<file path="config.mk">
export PLATFORM = sky130hd
export DESIGN_NAME = alu_ctrl_seq
export DESIGN_NICKNAME = d
export VERILOG_FILES = /design/src/rtl/alu_ctrl_seq.sv
export SDC_FILE = /design/constraint.sdc
export NUM_CORES = 1
export LEC_CHECK = 0
export CAP_MARGIN = 20
export CORE_AREA = 2 2 51 53
export DETAILED_ROUTE_END_ITERATION = 8
export DIE_AREA = 0 0 53 55
export PLACE_DENSITY = 0.73
export SETUP_SLACK_MARGIN = 0.1
export SLEW_MARGIN = 30
export SYNTH_ARGS = -nofsm -noshare
export SYNTH_HDL_FRONTEND = slang
export SYNTH_SLANG_ARGS = --single-unit
</file>
<file path="constraint.sdc">
create_clock -name clk -period 1.79 [get_ports clk]
set_clock_uncertainty 0.2 [all_clocks]
set_input_delay 0.2685 -clock clk [delete_from_list [all_inputs] [get_ports clk]]
set_output_delay 0.2685 -clock clk [all_outputs]
set_load 0.005 [all_outputs]
</file>
<file path="src/rtl/alu_ctrl_seq.sv">
// alu_ctrl_seq: registered ALU control stage for the RV32 ID/EX boundary.
// Decodes ALUOp/funct3/funct7 into an operation code and sequences the
// multi-cycle MUL*/DIV*/REM* unit, holding off issue while it runs.
// Optional feature macro: ALU_CTRL_M_EXT_EN (M-extension decode and sequencing).
// Without it, funct7=0000001 decodes illegal and the FSM never leaves IDLE.
module alu_ctrl_seq #(
    parameter int OP_W       = 5,
    parameter int MUL_CYCLES = 4,
    parameter int DIV_CYCLES = 33
) (
    input  logic            clk,
    input  logic            rst_n,
    input  logic            in_valid,
    output logic            in_ready,
    input  logic [1:0]      alu_op,
    input  logic [2:0]      funct3,
    input  logic [6:0]      funct7,
    input  logic            is_imm,
    input  logic            flush,
    output logic            op_valid,
    output logic [OP_W-1:0] operation,
    output logic            illegal,
    output logic            mc_start,
    output logic            stall
);

    localparam int MAX_CYC = (MUL_CYCLES > DIV_CYCLES) ? MUL_CYCLES : DIV_CYCLES;
    localparam int CNT_W   = $clog2(MAX_CYC + 1);
    localparam logic [CNT_W-1:0] MUL_LOAD = CNT_W'(MUL_CYCLES - 1);
    localparam logic [CNT_W-1:0] DIV_LOAD = CNT_W'(DIV_CYCLES - 1);
    // A one-cycle multiplier completes like any other single-cycle op.
    localparam logic MUL_MULTI = (MUL_CYCLES > 1);

    localparam logic [4:0] OP_AND  = 5'h00, OP_OR   = 5'h01, OP_ADD  = 5'h02;
    localparam logic [4:0] OP_XOR  = 5'h03, OP_SUB  = 5'h04, OP_SRL  = 5'h05;
    localparam logic [4:0] OP_SLL  = 5'h06, OP_SRA  = 5'h07, OP_BEQ  = 5'h08;
    localparam logic [4:0] OP_BLT  = 5'h09, OP_BGE  = 5'h0A, OP_BNE  = 5'h0B;
    localparam logic [4:0] OP_SLT  = 5'h0C, OP_PASS = 5'h0D, OP_BLTU = 5'h0E;
    localparam logic [4:0] OP_BGEU = 5'h0F, OP_SLTU = 5'h18, OP_ILL  = 5'h1F;

    localparam logic [6:0] F7_BASE = 7'b0000000;
    localparam logic [6:0] F7_ALT  = 7'b0100000;
    localparam logic [6:0] F7_MEXT = 7'b0000001;

    typedef enum logic {IDLE = 1'b0, BUSY = 1'b1} state_t;

    state_t           state_q, state_d;
    logic [CNT_W-1:0] cnt_q, cnt_d;
    logic             mc_start_q, mc_start_d;
    logic             op_valid_q, op_valid_d;
    logic [4:0]       operation_q, operation_d;
    logic             illegal_q, illegal_d;

    logic [4:0] dec_code;
    logic       dec_mul, dec_div, dec_ill, dec_multi, accept;

    // Register-register / register-immediate ALU op selected by funct3 alone.
    function automatic logic [4:0] base_op(input logic [2:0] f3);
        case (f3)
            3'b000:  return OP_ADD;
            3'b001:  return OP_SLL;
            3'b010:  return OP_SLT;
            3'b011:  return OP_SLTU;
            3'b100:  return OP_XOR;
            3'b101:  return OP_SRL;
            3'b110:  return OP_OR;
            default: return OP_AND;
        endcase
    endfunction

    // Decode the presented instruction fields into an operation code.
    always_comb begin
        dec_code = OP_ILL;
        dec_mul  = 1'b0;
        dec_div  = 1'b0;
        case (alu_op)
            2'b00: dec_code = OP_ADD;
            2'b11: dec_code = OP_PASS;
            2'b01: begin
                case (funct3)
                    3'b000:  dec_code = OP_BEQ;
                    3'b001:  dec_code = OP_BNE;
                    3'b100:  dec_code = OP_BLT;
                    3'b101:  dec_code = OP_BGE;
                    3'b110:  dec_code = OP_BLTU;
                    3'b111:  dec_code = OP_BGEU;
                    default: dec_code = OP_ILL;
                endcase
            end
            default: begin
                if (is_imm) begin
                    // funct7 is immediate data except for the shift encodings.
                    case (funct3)
                        3'b001:  dec_code = (funct7 == F7_BASE) ? OP_SLL : OP_ILL;
                        3'b101: begin
                            if (funct7 == F7_BASE)     dec_code = OP_SRL;
                            else if (funct7 == F7_ALT) dec_code = OP_SRA;
                            else                       dec_code = OP_ILL;
                        end
                        default: dec_code = base_op(funct3);
                    endcase
                end else if (funct7 == F7_BASE) begin
                    dec_code = base_op(funct3);
                end else if (funct7 == F7_ALT) begin
                    if (funct3 == 3'b000)      dec_code = OP_SUB;
                    else if (funct3 == 3'b101) dec_code = OP_SRA;
                    else                       dec_code = OP_ILL;
`ifdef ALU_CTRL_M_EXT_EN
                end else if (funct7 == F7_MEXT) begin
                    // MUL..REMU occupy 0x10..0x17 in funct3 order.
                    dec_code = {2'b10, funct3};
                    dec_mul  = ~funct3[2];
                    dec_div  = funct3[2];
`endif
                end else begin
                    dec_code = OP_ILL;
                end
            end
        endcase
    end

    assign dec_ill   = (dec_code == OP_ILL);
    assign dec_multi = dec_div | (dec_mul & MUL_MULTI);
    assign in_ready  = (state_q == IDLE);
    assign stall     = (state_q == BUSY);
    assign accept    = in_valid & in_ready & ~flush;

    // Next-state, countdown and result register updates.
    always_comb begin
        state_d     = state_q;
        cnt_d       = cnt_q;
        mc_start_d  = 1'b0;
        op_valid_d  = 1'b0;
        operation_d = operation_q;
        illegal_d   = illegal_q;
        case (state_q)
            IDLE: begin
                if (accept) begin
                    operation_d = dec_code;
                    illegal_d   = dec_ill;
                    if (dec_multi) begin
                        state_d    = BUSY;
                        cnt_d      = dec_div ? DIV_LOAD : MUL_LOAD;
                        mc_start_d = 1'b1;
                    end else begin
                        op_valid_d = 1'b1;
                    end
                end
            end
            default: begin
                // operation_q is left untouched so it stays stable while busy.
                if (flush) begin
                    state_d = IDLE;
                    cnt_d   = '0;
                end else if (cnt_q == '0) begin
                    state_d    = IDLE;
                    op_valid_d = 1'b1;
                end else begin
                    cnt_d = cnt_q - CNT_W'(1);
                end
            end
        endcase
    end

    // State, counter and registered outputs with asynchronous reset.
    always_ff @(posedge clk or negedge rst_n) begin
        if (!rst_n) begin
            state_q     <= IDLE;
            cnt_q       <= '0;
            mc_start_q  <= 1'b0;
            op_valid_q  <= 1'b0;
            operation_q <= OP_ILL;
            illegal_q   <= 1'b0;
        end else begin
            state_q     <= state_d;
            cnt_q       <= cnt_d;
            mc_start_q  <= mc_start_d;
            op_valid_q  <= op_valid_d;
            operation_q <= operation_d;
            illegal_q   <= illegal_d;
        end
    end

    assign mc_start  = mc_start_q;
    assign op_valid  = op_valid_q;
    assign illegal   = illegal_q;
    assign operation = OP_W'(operation_q);

endmodule
</file>
==> reports/qor.txt <==
Area Overhead vs Synth - 47.7%
Internal - 0.616 mW
share of cells above drive strength 1 - 0.331
routability congestion estimate - 0.857
CTS H-tree depth - 1
Post-Route WL - 2700 µm
critical path class - flop to output pin
syn nets - 137
max-cap check violation count - 0
Finish-stage setup viols - 0
grt ovf - 0
Initial Util - 0.432
crit start category - flop
Core Footprint - 2360 µm²
async set-reset flop share out of synthesis - 1.00
Worst Path Max Fanout - 2
Syn Inst Count - 118
clk sink count - 14
grt met3 use - 0.0565
# IOs - 27
Yosys Warn Count - 0
DP Cell Count - 185
RSZ-0062 raised after global routing - yes
main combinational cell family by area after synthesis - compound AO/OA/AOI/OAI gates
met1 usage - 0.259
vias in the first global route - 1021
per-cell routed wire length - 14.0 µm
die area - 2920 µm²
# DRC - 0
Port Buffers - 25
CTS Buf Count - 3
GR peak layer - met2
Final Slew Violations - 0
largest net degree at the start of global routing - 15
Post-Synth Adder-Cell Area - 0.0245
fraction of power spent switching nets - 0.291
HP Class - input port to async pin
period utilization - 0.922
Cell Count, Final, Fillers Out - 193
Util after Layout - 0.639
Die Width - 53 µm
HPWL Detailed - 2030 µm
#FFs+latches synth - 14
CTS tree - yes
worst-skew pair later-pin latency - 0.29 ns
router iterations before antenna repair - 4
first-pass GRT wire length - 4430 µm
initial antenna violation count - 0
DRT iter0 DRCs - 17
minimum clock period - 1.65 ns
commonest cells after routing, fill and taps aside - dlygate4sd2_1 (16), buf_4 (16), nand2_1 (11)
mux contribution to synthesized area - 0.0110
Post-synth EDFFs - 0
Setup crit end kind - output pin
Clk pwr share - 0.265
Die Y - 55 µm
nets@finish - 183
Simple-Gate Fraction of Synth Area - 0.220
Final Hold Vio Count - 0
Static Leakage - 0.646 nW
Psw - 0.252 mW
clock root buffer master - clkbuf_4
GRT Overall Usage - 0.204
vias per std cell - 5.59
Hold Buf Count CTS - 0
Synth Cell Area - 1020 µm²
Compound-Gate Fraction of Synth Area - 0.300
Data arrival, critical path - 1.18 ns
clock slew at reported path FFs - 0.09 ns
synth unique cells - 49
worst ir drop on vdd - 0.000598 V
met2 Use GR - 0.354
Flop pwr share - 0.435
Core Rows - 18
sequential fraction of the synthesis area - 0.349
syn_area_per_cell - 8.66 µm²
Gate power share - 0.300
status - finished clean
ys flop type - dfrtp_1
Antenna Cells - 0
cell area power density - 575 nW/µm²
xor and xnor fraction of the mapped netlist area - 0.0171
Max Clock Freq - 606 MHz
worst setup margin - 0.139 ns
Setup WS pre-CTS - -0.373 ns
routed via count - 1078
post-route ant nets - 0
CTS Buffer Depth - 2
WP data required - 1.32 ns
==> metal layers <==
layer / up-vias / wire length [µm]
met5: - / 0
met3: 5 / 194
met1: 518 / 1150
met2: 35 / 1340
met4: 0 / 18
li1: 520 / -
==> per-stage QoR <==
step | total power, mW | cell area, µm² | hold WS, ns | setup TNS [ns]
4_1_cts | 0.865 | 1460 | 0.0875 | 0
5_1_grt | 0.920 | 1510 | 0.0958 | 0
6_report | 0.868 | 1510 | 0.0815 | 0
2_1_floorplan | 0.505 | 1020 | -0.227 | 0
3_3_place_gp | 0.636 | 1400 | 0.257 | -1.62
3_5_place_dp | 0.648 | 1400 | 0.275 | -1.71
==> flip-flops by register name, indices dropped and copies added, names as in the netlist <==
name / flops
cnt_q: 6
illegal: 1
op_valid: 1
operation: 5
stall: 1
==> repair_timing <==
action,4_1_cts,5_1_grt
setup endpoints to repair,14,9
setup buffers,2,2
cloned,0,0
pin swaps,3,2
resized for setup,26,11
==> worst max-delay path: stages (launching register included) <==
cell and delay (ns):
dfrtp_1 0.40, buf_4 0.14, buf_6 0.11, dlygate4sd2_1 0.25
==> logic make-up (layout without fill, tap and decap cells) <==
family,after synthesis,count (layout)
xor gates and xnor gates,2,2
buffers and inverters,14,59
muxes,1,1
adders and majority gates,2,2
DFF,14,14
AOI/OAI and AO/OA,44,44
other,1,1
and+or+nand+nor,40,40
==> area by class of cell <==
cell class / count / area, µm²
clock buffers: 4 / 36.3
fillers: 203 / 855
inverters: 8 / 30.0
multi-input cells: 90 / 632
flip-flops and latches: 14 / 357
well taps: 30 / 37.5
repair buffers: 47 / 418
==> Yosys cell counts, drive strengths merged, types with 3 or more instances <==
library cell / instances / area share
or2: 3 / 0.021
buf: 6 / 0.045
nor2b: 4 / 0.024
o31ai: 5 / 0.042
a21oi: 10 / 0.049
dfrtp: 9 / 0.22
nor2: 9 / 0.033
o21ai: 10 / 0.049
dfstp: 5 / 0.13
nand2: 12 / 0.047
inv: 8 / 0.029
==> final timing paths <==
kind                            slack, ns          from           end  depth (start not counted)
worst max register to register       0.18      cnt_q[1]      cnt_q[3]                          6
min in group clk                     0.28  operation[3]  operation[3]                          2
worst min-delay path                 0.08         rst_n      op_valid                          2
worst max-delay path                 0.14         stall         stall                          3
worst min register to register       0.28  operation[3]  operation[3]                          2
max in group asynchronous            1.07         rst_n  operation[0]                          2
==> power by group through the flow <==
stage / sequential, mW / combinational [mW] / clock [mW]
floorplan: 0.383 / 0.122 / 0
global placement: 0.383 / 0.253 / 0
detailed placement: 0.384 / 0.264 / 0
CTS: 0.377 / 0.253 / 0.234
global route: 0.383 / 0.287 / 0.251
finish: 0.378 / 0.260 / 0.230
Power figures use the tool's default switching activity.
